===== config.mk =====
export PLATFORM = sky130hd
export DESIGN_NAME = watchdog_kicker
export DESIGN_NICKNAME = d
export VERILOG_FILES = /design/src/rtl/wd_pkg.sv /design/src/rtl/watchdog_kicker.sv
export SDC_FILE = /design/constraint.sdc
export NUM_CORES = 1
export LEC_CHECK = 0
export ABC_AREA = 0
export BUFFER_PORTS_ARGS = -buffer_cell sky130_fd_sc_hd__buf_4
export CORE_ASPECT_RATIO = 1.4
export CORE_MARGIN = 1.5
export CORE_UTILIZATION = 40
export CTS_CLUSTER_DIAMETER = 60
export CTS_CLUSTER_SIZE = 40
export DETAILED_ROUTE_END_ITERATION = 12
export GPL_TIMING_DRIVEN = 0
export HOLD_SLACK_MARGIN = 0.15
export PLACE_DENSITY_LB_ADDON = 0.12
export SLEW_MARGIN = 20
export SYNTH_ARGS = -nofsm -noshare
export SYNTH_HDL_FRONTEND = slang
export SYNTH_SLANG_ARGS = --single-unit

===== constraint.sdc =====
create_clock -name WDCLK -period 5.7 [get_ports WDCLK]
set_clock_uncertainty 0.05 [all_clocks]
set_input_delay 1.14 -clock WDCLK [delete_from_list [all_inputs] [get_ports WDCLK]]
set_output_delay 1.14 -clock WDCLK [all_outputs]
set_load 0.005 [all_outputs]

===== src/rtl/wd_pkg.sv =====
// ---------------------------------------------------------------------------
// wd_pkg
// Shared definitions for the watchdog kicker and the watchdog kick decode:
//   wd_state_e      kicker FSM states
//   WD_KICK_ADDR_U  address bits [21:17] of the kick location $300001
//   WD_KICK_A23/A22 upper decode line levels for the kick location
// ---------------------------------------------------------------------------
package wd_pkg;

    typedef enum logic [2:0] {
        IDLE   = 3'd0,
        WAIT   = 3'd1,
        SETUP  = 3'd2,
        STROBE = 3'd3,
        FAIL   = 3'd4
    } wd_state_e;

    localparam logic [4:0] WD_KICK_ADDR_U = 5'b11000;
    localparam logic       WD_KICK_A23    = 1'b0;
    localparam logic       WD_KICK_A22    = 1'b0;

endpackage


===== src/rtl/watchdog_kicker.sv =====
// ---------------------------------------------------------------------------
// watchdog_kicker
// Bus-master stub that periodically issues a 68k byte write to $300001 to
// service the system watchdog. The watchdog's kick decode drives WDRESET,
// which asynchronously clears this block and so acknowledges the kick.
//
// Optional feature: define WDKICK_INHIBIT_EN to add the kick_inhibit port.
//
// Ports
//   WDCLK         in  clock shared with the watchdog counter
//   WDRESET       in  async active-high reset, doubles as the kick acknowledge
//   enable        in  1 = periodic kicking active
//   kick_inhibit  in  (WDKICK_INHIBIT_EN only) hold WAIT at zero, no new kick
//   interval      in  WAIT length in ticks, sampled when WAIT is entered
//   nreset_in     in  observed system nRESET, 0 = abort and hold idle
//   nLDS          out lower data strobe, active low
//   RW            out 1 = read, 0 = write
//   A23I, A22I    out upper address decode lines
//   M68K_ADDR_U   out address bits [21:17]
//   bus_oe        out 1 = kicker owns the bus
//   kick_busy     out 1 while in SETUP/STROBE
//   miss_cnt      out saturating count of consecutive missed kicks
// All outputs are registered.
// ---------------------------------------------------------------------------
module watchdog_kicker
    import wd_pkg::*;
#(
    parameter int INTERVAL_W     = 8,
    parameter int STROBE_TIMEOUT = 4,
    parameter int MISS_W         = 4
) (
    input  logic                  WDCLK,
    input  logic                  WDRESET,
    input  logic                  enable,
`ifdef WDKICK_INHIBIT_EN
    input  logic                  kick_inhibit,
`endif
    input  logic [INTERVAL_W-1:0] interval,
    input  logic                  nreset_in,
    output logic                  nLDS,
    output logic                  RW,
    output logic                  A23I,
    output logic                  A22I,
    output logic [4:0]            M68K_ADDR_U,
    output logic                  bus_oe,
    output logic                  kick_busy,
    output logic [MISS_W-1:0]     miss_cnt
);

    localparam logic [INTERVAL_W-1:0] CNT_ONE     = {{(INTERVAL_W-1){1'b0}}, 1'b1};
    localparam logic [INTERVAL_W-1:0] STROBE_LOAD = INTERVAL_W'(STROBE_TIMEOUT - 1);
    localparam logic [MISS_W-1:0]     MISS_ONE    = {{(MISS_W-1){1'b0}}, 1'b1};

    // Saturating increment of the consecutive-miss counter.
    function automatic logic [MISS_W-1:0] sat_inc(input logic [MISS_W-1:0] v);
        if (&v) begin
            return v;
        end else begin
            return v + MISS_ONE;
        end
    endfunction

    wd_state_e             state_q, state_d;
    logic [INTERVAL_W-1:0] cnt_q, cnt_d;
    logic [MISS_W-1:0]     miss_q, miss_d;
    logic                  inhibit_s;
    logic                  bus_phase_s;

    logic                  nlds_q, nlds_d;
    logic                  rw_q, rw_d;
    logic                  a23_q, a23_d;
    logic                  a22_q, a22_d;
    logic [4:0]            addr_q, addr_d;
    logic                  oe_q, oe_d;
    logic                  busy_q, busy_d;

`ifdef WDKICK_INHIBIT_EN
    assign inhibit_s = kick_inhibit;
`else
    assign inhibit_s = 1'b0;
`endif

    // Next-state logic: one down-counter serves both the WAIT interval and
    // the STROBE timeout.
    always_comb begin
        state_d = state_q;
        cnt_d   = cnt_q;
        miss_d  = miss_q;
        if (!nreset_in) begin
            state_d = IDLE;
            cnt_d   = '0;
        end else begin
            case (state_q)
                IDLE: begin
                    if (enable) begin
                        state_d = WAIT;
                        cnt_d   = interval;
                    end else begin
                        state_d = IDLE;
                    end
                end
                WAIT: begin
                    if (!enable) begin
                        state_d = IDLE;
                        cnt_d   = '0;
                    end else if (cnt_q != '0) begin
                        cnt_d = cnt_q - CNT_ONE;
                    end else if (!inhibit_s) begin
                        state_d = SETUP;
                    end else begin
                        state_d = WAIT;
                    end
                end
                // A bus cycle always completes once started, even if enable drops.
                SETUP: begin
                    state_d = STROBE;
                    cnt_d   = STROBE_LOAD;
                end
                STROBE: begin
                    if (cnt_q != '0) begin
                        cnt_d = cnt_q - CNT_ONE;
                    end else begin
                        state_d = FAIL;
                        miss_d  = sat_inc(miss_q);
                    end
                end
                FAIL: begin
                    state_d = WAIT;
                    cnt_d   = interval;
                end
                default: begin
                    state_d = IDLE;
                    cnt_d   = '0;
                end
            endcase
        end
    end

    // Output decode from the next state so the registered outputs line up
    // with the state they belong to.
    always_comb begin
        bus_phase_s = (state_d == SETUP) || (state_d == STROBE);
        oe_d        = bus_phase_s;
        busy_d      = bus_phase_s;
        rw_d        = !bus_phase_s;
        nlds_d      = (state_d != STROBE);
        if (bus_phase_s) begin
            addr_d = WD_KICK_ADDR_U;
            a23_d  = WD_KICK_A23;
            a22_d  = WD_KICK_A22;
        end else begin
            addr_d = 5'b00000;
            a23_d  = 1'b0;
            a22_d  = 1'b0;
        end
    end

    // State, counter and output registers; WDRESET is also the kick acknowledge.
    always_ff @(posedge WDCLK or posedge WDRESET) begin
        if (WDRESET) begin
            state_q <= IDLE;
            cnt_q   <= '0;
            miss_q  <= '0;
            nlds_q  <= 1'b1;
            rw_q    <= 1'b1;
            a23_q   <= 1'b0;
            a22_q   <= 1'b0;
            addr_q  <= 5'b00000;
            oe_q    <= 1'b0;
            busy_q  <= 1'b0;
        end else begin
            state_q <= state_d;
            cnt_q   <= cnt_d;
            miss_q  <= miss_d;
            nlds_q  <= nlds_d;
            rw_q    <= rw_d;
            a23_q   <= a23_d;
            a22_q   <= a22_d;
            addr_q  <= addr_d;
            oe_q    <= oe_d;
            busy_q  <= busy_d;
        end
    end

    assign nLDS        = nlds_q;
    assign RW          = rw_q;
    assign A23I        = a23_q;
    assign A22I        = a22_q;
    assign M68K_ADDR_U = addr_q;
    assign bus_oe      = oe_q;
    assign kick_busy   = busy_q;
    assign miss_cnt    = miss_q;

endmodule

==> results of run 1 <==
through the flow:
| stage | power (W) | hold slack (ps) | util | instances | area [µm²] |
|---|---|---|---|---|---|
| 3_5_place_dp | 0.0002434 | 494.5 | 0.5098 | 178 | 1361 |
| 2_1_floorplan | 0.0002155 | 458.2 | - | 121 | 1159 |
| 4_1_cts | 0.0003247 | 509.5 | 0.5234 | 182 | 1398 |
| 5_1_grt | 0.0003430 | 535.6 | 0.5234 | 182 | 1398 |
| 3_3_place_gp | 0.0002420 | 459.0 | 0.5098 | 178 | 1361 |
| 6_report | 0.0003233 | 502.5 | 0.5234 | 182 | 1398 |
routing by layer:
metal | up-vias | GRT usage | share of wire
met5 | - | 0 | 0
met4 | 0 | 0.07770 | 0.019
met3 | 6 | 0.02732 | 0.046
met2 | 28 | 0.2944 | 0.51
met1 | 455 | 0.2249 | 0.43
li1 | 478 | - | -
power by group:
group | switching [W] | internal [W] | total [W]
combinational | 0.0000475 | 0.0000432 | 0.0000907
sequential | 0.0000139 | 0.000137 | 0.000151
clock | 0.0000429 | 0.0000390 | 0.0000819
total | 0.000104 | 0.000219 | 0.000323
how the worst min path moves through the flow:
stage	start	end	slack, ps	depth (start not counted)
after floorplan	miss_cnt[0]	miss_cnt[0]	460	1
after global placement	miss_cnt[0]	miss_cnt[0]	460	1
after detailed placement	miss_cnt[0]	miss_cnt[0]	490	1
after CTS	miss_cnt[0]	miss_cnt[0]	510	1
after global routing	miss_cnt[0]	miss_cnt[0]	540	1
final	miss_cnt[0]	miss_cnt[0]	500	1
flip-flops by register name, summed over array words and instances (netlist names):
register and count:
miss_cnt 4, RW 1, nLDS 1, M68K_ADDR_U 1, cnt_q 8, state_q 3
area by class of cell:
type / count / area share
buffer: 8 / 0.04297
inverter: 9 / 0.02417
sequential: 18 / 0.3241
timing repair buffer: 21 / 0.1128
clock buffer: 4 / 0.02596
tap: 36 / 0.03223
multi-input combinational: 86 / 0.4378
cells in the final DEF, fill, tap and decap left out, drive strengths merged, types with 4 or more instances in the layout:
cell type  instances
dfrtp             16
inv                9
o22ai              4
a21oi              4
buf               29
nor2               9
nand3              4
nand2              7
mux2i              4
nor3               6
o21ai              6
conb               5
clkbuf             4
logic make-up (layout without fill, tap and decap cells):
kind of cell,after synthesis,count (layout)
flip-flops,18,18
buffers and inverters,17,42
AO/OA/AOI/OAI,29,29
other,1,5
multiplexers,7,7
adder cells (fa/ha/maj),3,3
AND/OR/NAND/NOR,40,40
XOR/XNOR,2,2
==> key figures, run 1 <==
Timing
  • Worst slew margin: 0.5415
  • Worst-margin pin slew: 687.0 ps
  • Tcrit/Tclk final: 0.3802
  • Max Fclk: about 460 MHz
  • Final Max Tran Viols: 0
  • Final Hold Viols: 0
  • Unrepaired setup endpoints after global routing: false
  • Final setup violation count: 0
  • Final min period: 2167 ps
  • Setup TNS Final: 0 ps
  • Setup ws final: 3533 ps

Logic synthesis
  • Post-Syn Instances: 117
  • Yosys cell types: 39
  • Post-synth ARST share: 1.000
  • Mux cell area share after synthesis: 0.06783
  • Adder-Cell Fraction of Synth Area: 0.03282
  • FF+latch count, synth: 18
  • Mean Syn Cell Area: 9.774 µm²
  • Share of the synthesized area in the top cell type: 0.3501
  • Largest cells by area after synthesis: dfrtp_1 35%, buf_4 5.3%, dfstp_2 4.6%
  • Number of flops mapped to enable cells by yosys: 0
  • Post-Synth Simple-Gate Area: 0.2123
  • Synthesized cell area: 1144 µm²
  • Register area share after synthesis: 0.3961
  • Count leader, synth: dfrtp_1
  • Dominant cell type by area after synthesis: dfrtp_1
  • Largest family of logic cells by synthesized area: simple AND/OR/NAND/NOR gates
  • Compound-Gate Fraction of Synth Area: 0.1904
  • Post-synthesis xor/xnor area fraction: 0.01532
  • Top FF cell, synth: dfrtp_1
  • Most instantiated cells after synthesis: 16 x dfrtp_1, 9 x inv_1, 9 x nor2_1
  • Ys Warns: 0

Floorplanning
  • Core Box Area: 2670 µm²
  • Die area: approximately 3200 µm²
  • Ports: 27
  • Number of placement rows: 22
  • Initial core utilization: 0.4283
  • Die width: 48.19 µm
  • Die Span Y: 66.27 µm

CTS
  • CTS tree: yes
  • Clock latency on the worst-skew pair: 300 ps
  • CTS resizes: 0
  • CTS sink count: 18
  • Worst-path clk slew: between 100 and 150 ps
  • Setup Fix Bufs, Post-CTS: 0
  • H-tree Lvls: 1
  • Hold-fix buffers, CTS: 0
  • CTS root buffer: clkbuf_4
  • Clk buf depth: 2
  • CTS Buf Count: 3

Setup path
  • R2R Path Start: cnt_q[0]
  • Crit path depth: 2
  • Worst Path Max Fanout: 4
  • Register-to-register setup slack: roughly 3600 ps
  • Crit path from: M68K_ADDR_U[3]
  • Crit path top cell by count: buf_4
  • Worst setup SP type: flip-flop
  • Critical R2R Capture: miss_cnt[1]
  • CP max stage delay: 420 ps
  • WP data required: 4510 ps
  • Worst path top cell family by delay: flip-flops
  • Worst setup EP type: output pin
  • CP Data Arrival Time: 980 ps
  • Worst Path Buf+Inv: 2
  • CP cell instances: buf_4 > buf_4
  • Critical Path Sink: kick_busy
  • Worst path slowest cell: dfrtp_1
  • WS Path Type: reg -> out
  • R2R cell count: 6

Placement
  • GP Congestion: 0.8477
  • PortBufs: 21
  • DPL Wire Length: ~1.9 mm
  • Dpl ws: 3420 ps

Job
  • Max-cap violation count: 0

Global route
  • Initial antenna violation count: 0
  • Global-route wire length before repair: 4.153 mm
  • Largest net degree at the start of global routing: 19
  • Gr usage total: 0.1809
  • Vias in the first global route: 940
  • Grt ovf: 0

Route
  • Routed vias: 967
  • DRT iter0 DRCs: 27
  • DR pass1 iterations: 4
  • DR vias/cell: 5.313
  • WL per Instance: 13.66 µm
  • ANT nets after route: 0
  • Post-Route WL: 2.486 mm
  • DRC Markers: 0

Min path
  • Hold Crit Class: reg -> reg

Pwr
  • Lkg Pwr: between 0.6 and 0.7 nW
  • Peak supply drop: 0.1415 mV
  • PD cells: 231.3 nW/µm²

Finish
  • Nets: 162
  • Storage element area: 452.9 µm²
  • Fill cell count: 258
  • Area grow syn2layout: 22.21%
  • Area of the multi-input gates: 611.8 µm²
  • Share of cells above drive strength 1: 0.3014
  • Antenna cells: 0

Run status
  • Status: finished clean
No activity file was read; power rests on OpenSTA's default activity.
==> inputs of run 2 (changes only) <==
==> constraint.sdc (replaced) <==
create_clock -name WDCLK -period 2 [get_ports WDCLK]
set_clock_uncertainty 0.05 [all_clocks]
set_input_delay 0.4 -clock WDCLK [delete_from_list [all_inputs] [get_ports WDCLK]]
set_output_delay 0.4 -clock WDCLK [all_outputs]
set_load 0.005 [all_outputs]
==> run 2 against run 1 <==
Against the previous run: critical path depth up 4; non-clock buffer count up 10; via count up 3.6%; utilization up 4.2 points; power rose to 3.0 times the previous value; global-route usage up 0.053 points; die area unchanged; sequential power rose to 2.9 times the previous value; first-iteration DRC count down 7.4%; clock power rose to 2.8 times the previous value; setup slack worse by 3500 ps; sequential share of layout area down 2.2 points; critical endpoint is now miss_cnt[1].
==> key figures, run 2 (synthesis results as in run 1) <==
CTS
  • Worst-path clk slew: 100 ps (was 110 ps)
  • CTS Buf Count: 3 (unchanged)
  • CTS sink count: 18 (unchanged)
  • H-tree Lvls: 1 (unchanged)
  • CTS root buffer: clkbuf_4 (unchanged)
  • Clock latency on the worst-skew pair: 300 ps (about the same)
  • Hold-fix buffers, CTS: 0 (unchanged)
  • CTS tree: yes (unchanged)
  • Clk buf depth: 2 (unchanged)

Global route
  • Largest net degree at the start of global routing: 19 (unchanged)
  • Global-route wire length before repair: 4.160 mm (was 4.153 mm)
  • Vias in the first global route: 945 (was 940)
  • Initial antenna violation count: 0 (unchanged)
  • Gr usage total: 0.1814 (was 0.1809)
  • Grt ovf: 0 (unchanged)

Floorplanning
  • Die width: 48.19 µm (unchanged)
  • Core Box Area: 2670 µm² (unchanged)
  • Number of placement rows: 22 (unchanged)
  • Die area: 3193 µm² (unchanged)
  • Die Span Y: 66.27 µm (unchanged)
  • Ports: 27 (unchanged)
  • Initial core utilization: 0.4283 (unchanged)

Route
  • Post-Route WL: 2.585 mm (was 2.486 mm)
  • DRT iter0 DRCs: 25 (was 27)
  • Routed vias: 1002 (was 967)
  • WL per Instance: 13.46 µm (was 13.66 µm)
  • DR vias/cell: 5.219 (was 5.313)
  • DR pass1 iterations: 4 (unchanged)
  • DRC Markers: 0 (unchanged)
  • ANT nets after route: 0 (unchanged)

Timing
  • Final setup violation count: 0 (unchanged)
  • Max Fclk: 512.9 MHz
  • Worst slew margin: 0.5378 (was 0.5415)
  • Tcrit/Tclk final: 0.9749
  • Worst-margin pin slew: 692.6 ps (was 687.0 ps)
  • Final min period: 1950 ps
  • Final Hold Viols: 0 (unchanged)
  • Unrepaired setup endpoints after global routing: true (was false)
  • Final Max Tran Viols: 0 (unchanged)
  • Setup ws final: 50.20 ps (was 3533 ps)

Min path
  • Hold Crit Class: in -> async (was reg -> reg)

Setup path
  • Worst path slowest cell: dfrtp_2 (was dfrtp_1)
  • WS Path Type: reg -> reg (was reg -> out)
  • CP cell instances: inv_2 > ha_4 > nor4b_4 > nand3_4 > a311oi_4 > mux2_4 (was buf_4 > buf_4)
  • CP Data Arrival Time: 2090 ps (was 980 ps)
  • WP data required: 2140 ps (was 4510 ps)
  • Worst setup SP type: flip-flop (unchanged)
  • Worst Path Max Fanout: 7 (was 4)
  • CP max stage delay: 460 ps (was 420 ps)
  • Worst setup EP type: flip-flop (was output pin)

Pwr
  • PD cells: 645.9 nW/µm² (was 231.3 nW/µm²)
  • Lkg Pwr: 0.7082 nW (was 0.6605 nW)
  • Peak supply drop: 0.4024 mV (was 0.1415 mV)

Run status
  • Status: finished clean (unchanged)

Finish
  • Share of cells above drive strength 1: 0.4038 (was 0.3014)
  • Most frequent cells in the layout: 39 x buf_4, 14 x dfrtp_1, 9 x nor2_1, 7 x inv_1, 6 x nand2_1 (was 29 x buf_4, 16 x dfrtp_1, 9 x inv_1, 9 x nor2_1, 7 x nand2_1)
  • Largest register FFs: 8 (unchanged)
  • Fill cell count: 246 (was 258)
  • Biggest register: cnt_q (unchanged)
  • Area of the multi-input gates: 643.1 µm² (was 611.8 µm²)
  • Antenna cells: 0 (unchanged)
  • Storage element area: 455.4 µm² (was 452.9 µm²)
  • Final Cell Area: 1509 µm² (was 1398 µm²)
  • Nets: 172 (was 162)
  • Commonest non-fill, non-tap cell in the layout: buf_4 (unchanged)
  • Area grow syn2layout: 31.95% (was 22.21%)

Placement
  • Placed inst area: 1361 µm² (unchanged)
  • DPL Wire Length: 1.882 mm (unchanged)
  • GP Congestion: 0.8477 (unchanged)
  • PortBufs: 21 (unchanged)
  • Dpl ws: -124.0 ps (was 3420 ps)

Job
  • Max-cap violation count: 0 (unchanged)
run 2: cell count changes in the layout (fill, tap and decap cells not counted), moves of 2 or more:
cell,delta
buf_4,+10
dfrtp_1,-2
dfrtp_2,+2
inv_1,-2
run 2: final cells by class:
| cell class | instances | area share |
|---|---|---|
| Multi-Input combinational cell | 86 | 0.4262 |
| Clock buffer | 4 | 0.02405 |
| Sequential cell | 18 | 0.3018 |
| Buffer | 8 | 0.03980 |
| Tap cell | 36 | 0.02985 |
| Timing Repair Buffer | 31 | 0.1542 |
| Inverter | 9 | 0.02405 |
run 2: path summary, 6_finish.rpt:
check / from / to / slack [ps] / cells after the start
min in group WDCLK: nreset_in / nLDS / 270 / 2
min reg2reg: miss_cnt[0] / miss_cnt[0] / 530 / 1
min: WDRESET / M68K_ADDR_U[3] / 150 / 2
max: cnt_q[1] / miss_cnt[1] / 50 / 6
max in group asynchronous: WDRESET / cnt_q[1] / 1270 / 2
max reg2reg: cnt_q[1] / miss_cnt[1] / 50 / 6
run 2: repair_timing:
action | in CTS | in global routing
pin swaps | 1 | 3
gates resized for setup | 1 | 10
setup endpoints to repair | 3 | 8
buffers inserted | 2 | 8
run 2: worst max-delay path: cells and delay by family, from the launching register on:
| kind | cells | cell delay, ps |
|---|---|---|
| compound gates | 1 | 330 |
| fa+ha+maj | 1 | 140 |
| buf+inv | 1 | 90 |
| mux | 1 | 330 |
| simple gates | 2 | 440 |
| flops | 1 | 460 |
run 2: through the flow:
step                      utilization  total power [W]  cells  TNS, ps  hold WS (ps)
after CTS                      0.5295        0.0009334    184   -18.33         171.3
after global placement         0.5098        0.0006898    178   -136.1         459.0
after floorplan                     -        0.0006141    121        0         287.1
after detailed placement       0.5098        0.0006936    178   -217.3         494.5
after global routing           0.5651         0.001039    192   -31.51         203.4
final                          0.5651        0.0009746    192        0         148.1
run 2: power by group:
part	internal, W	switching [W]
sequential	0.000391	0.0000414
combinational	0.000162	0.000152
clock	0.000111	0.000117
run 2: routing by layer:
layer | up-vias | wire [µm] | track usage
met5 | - | 0 | 0
met1 | 470 | 1118 | 0.2266
met2 | 29 | 1307 | 0.2944
met4 | 0 | 61 | 0.07770
met3 | 8 | 98 | 0.02732
li1 | 495 | - | -
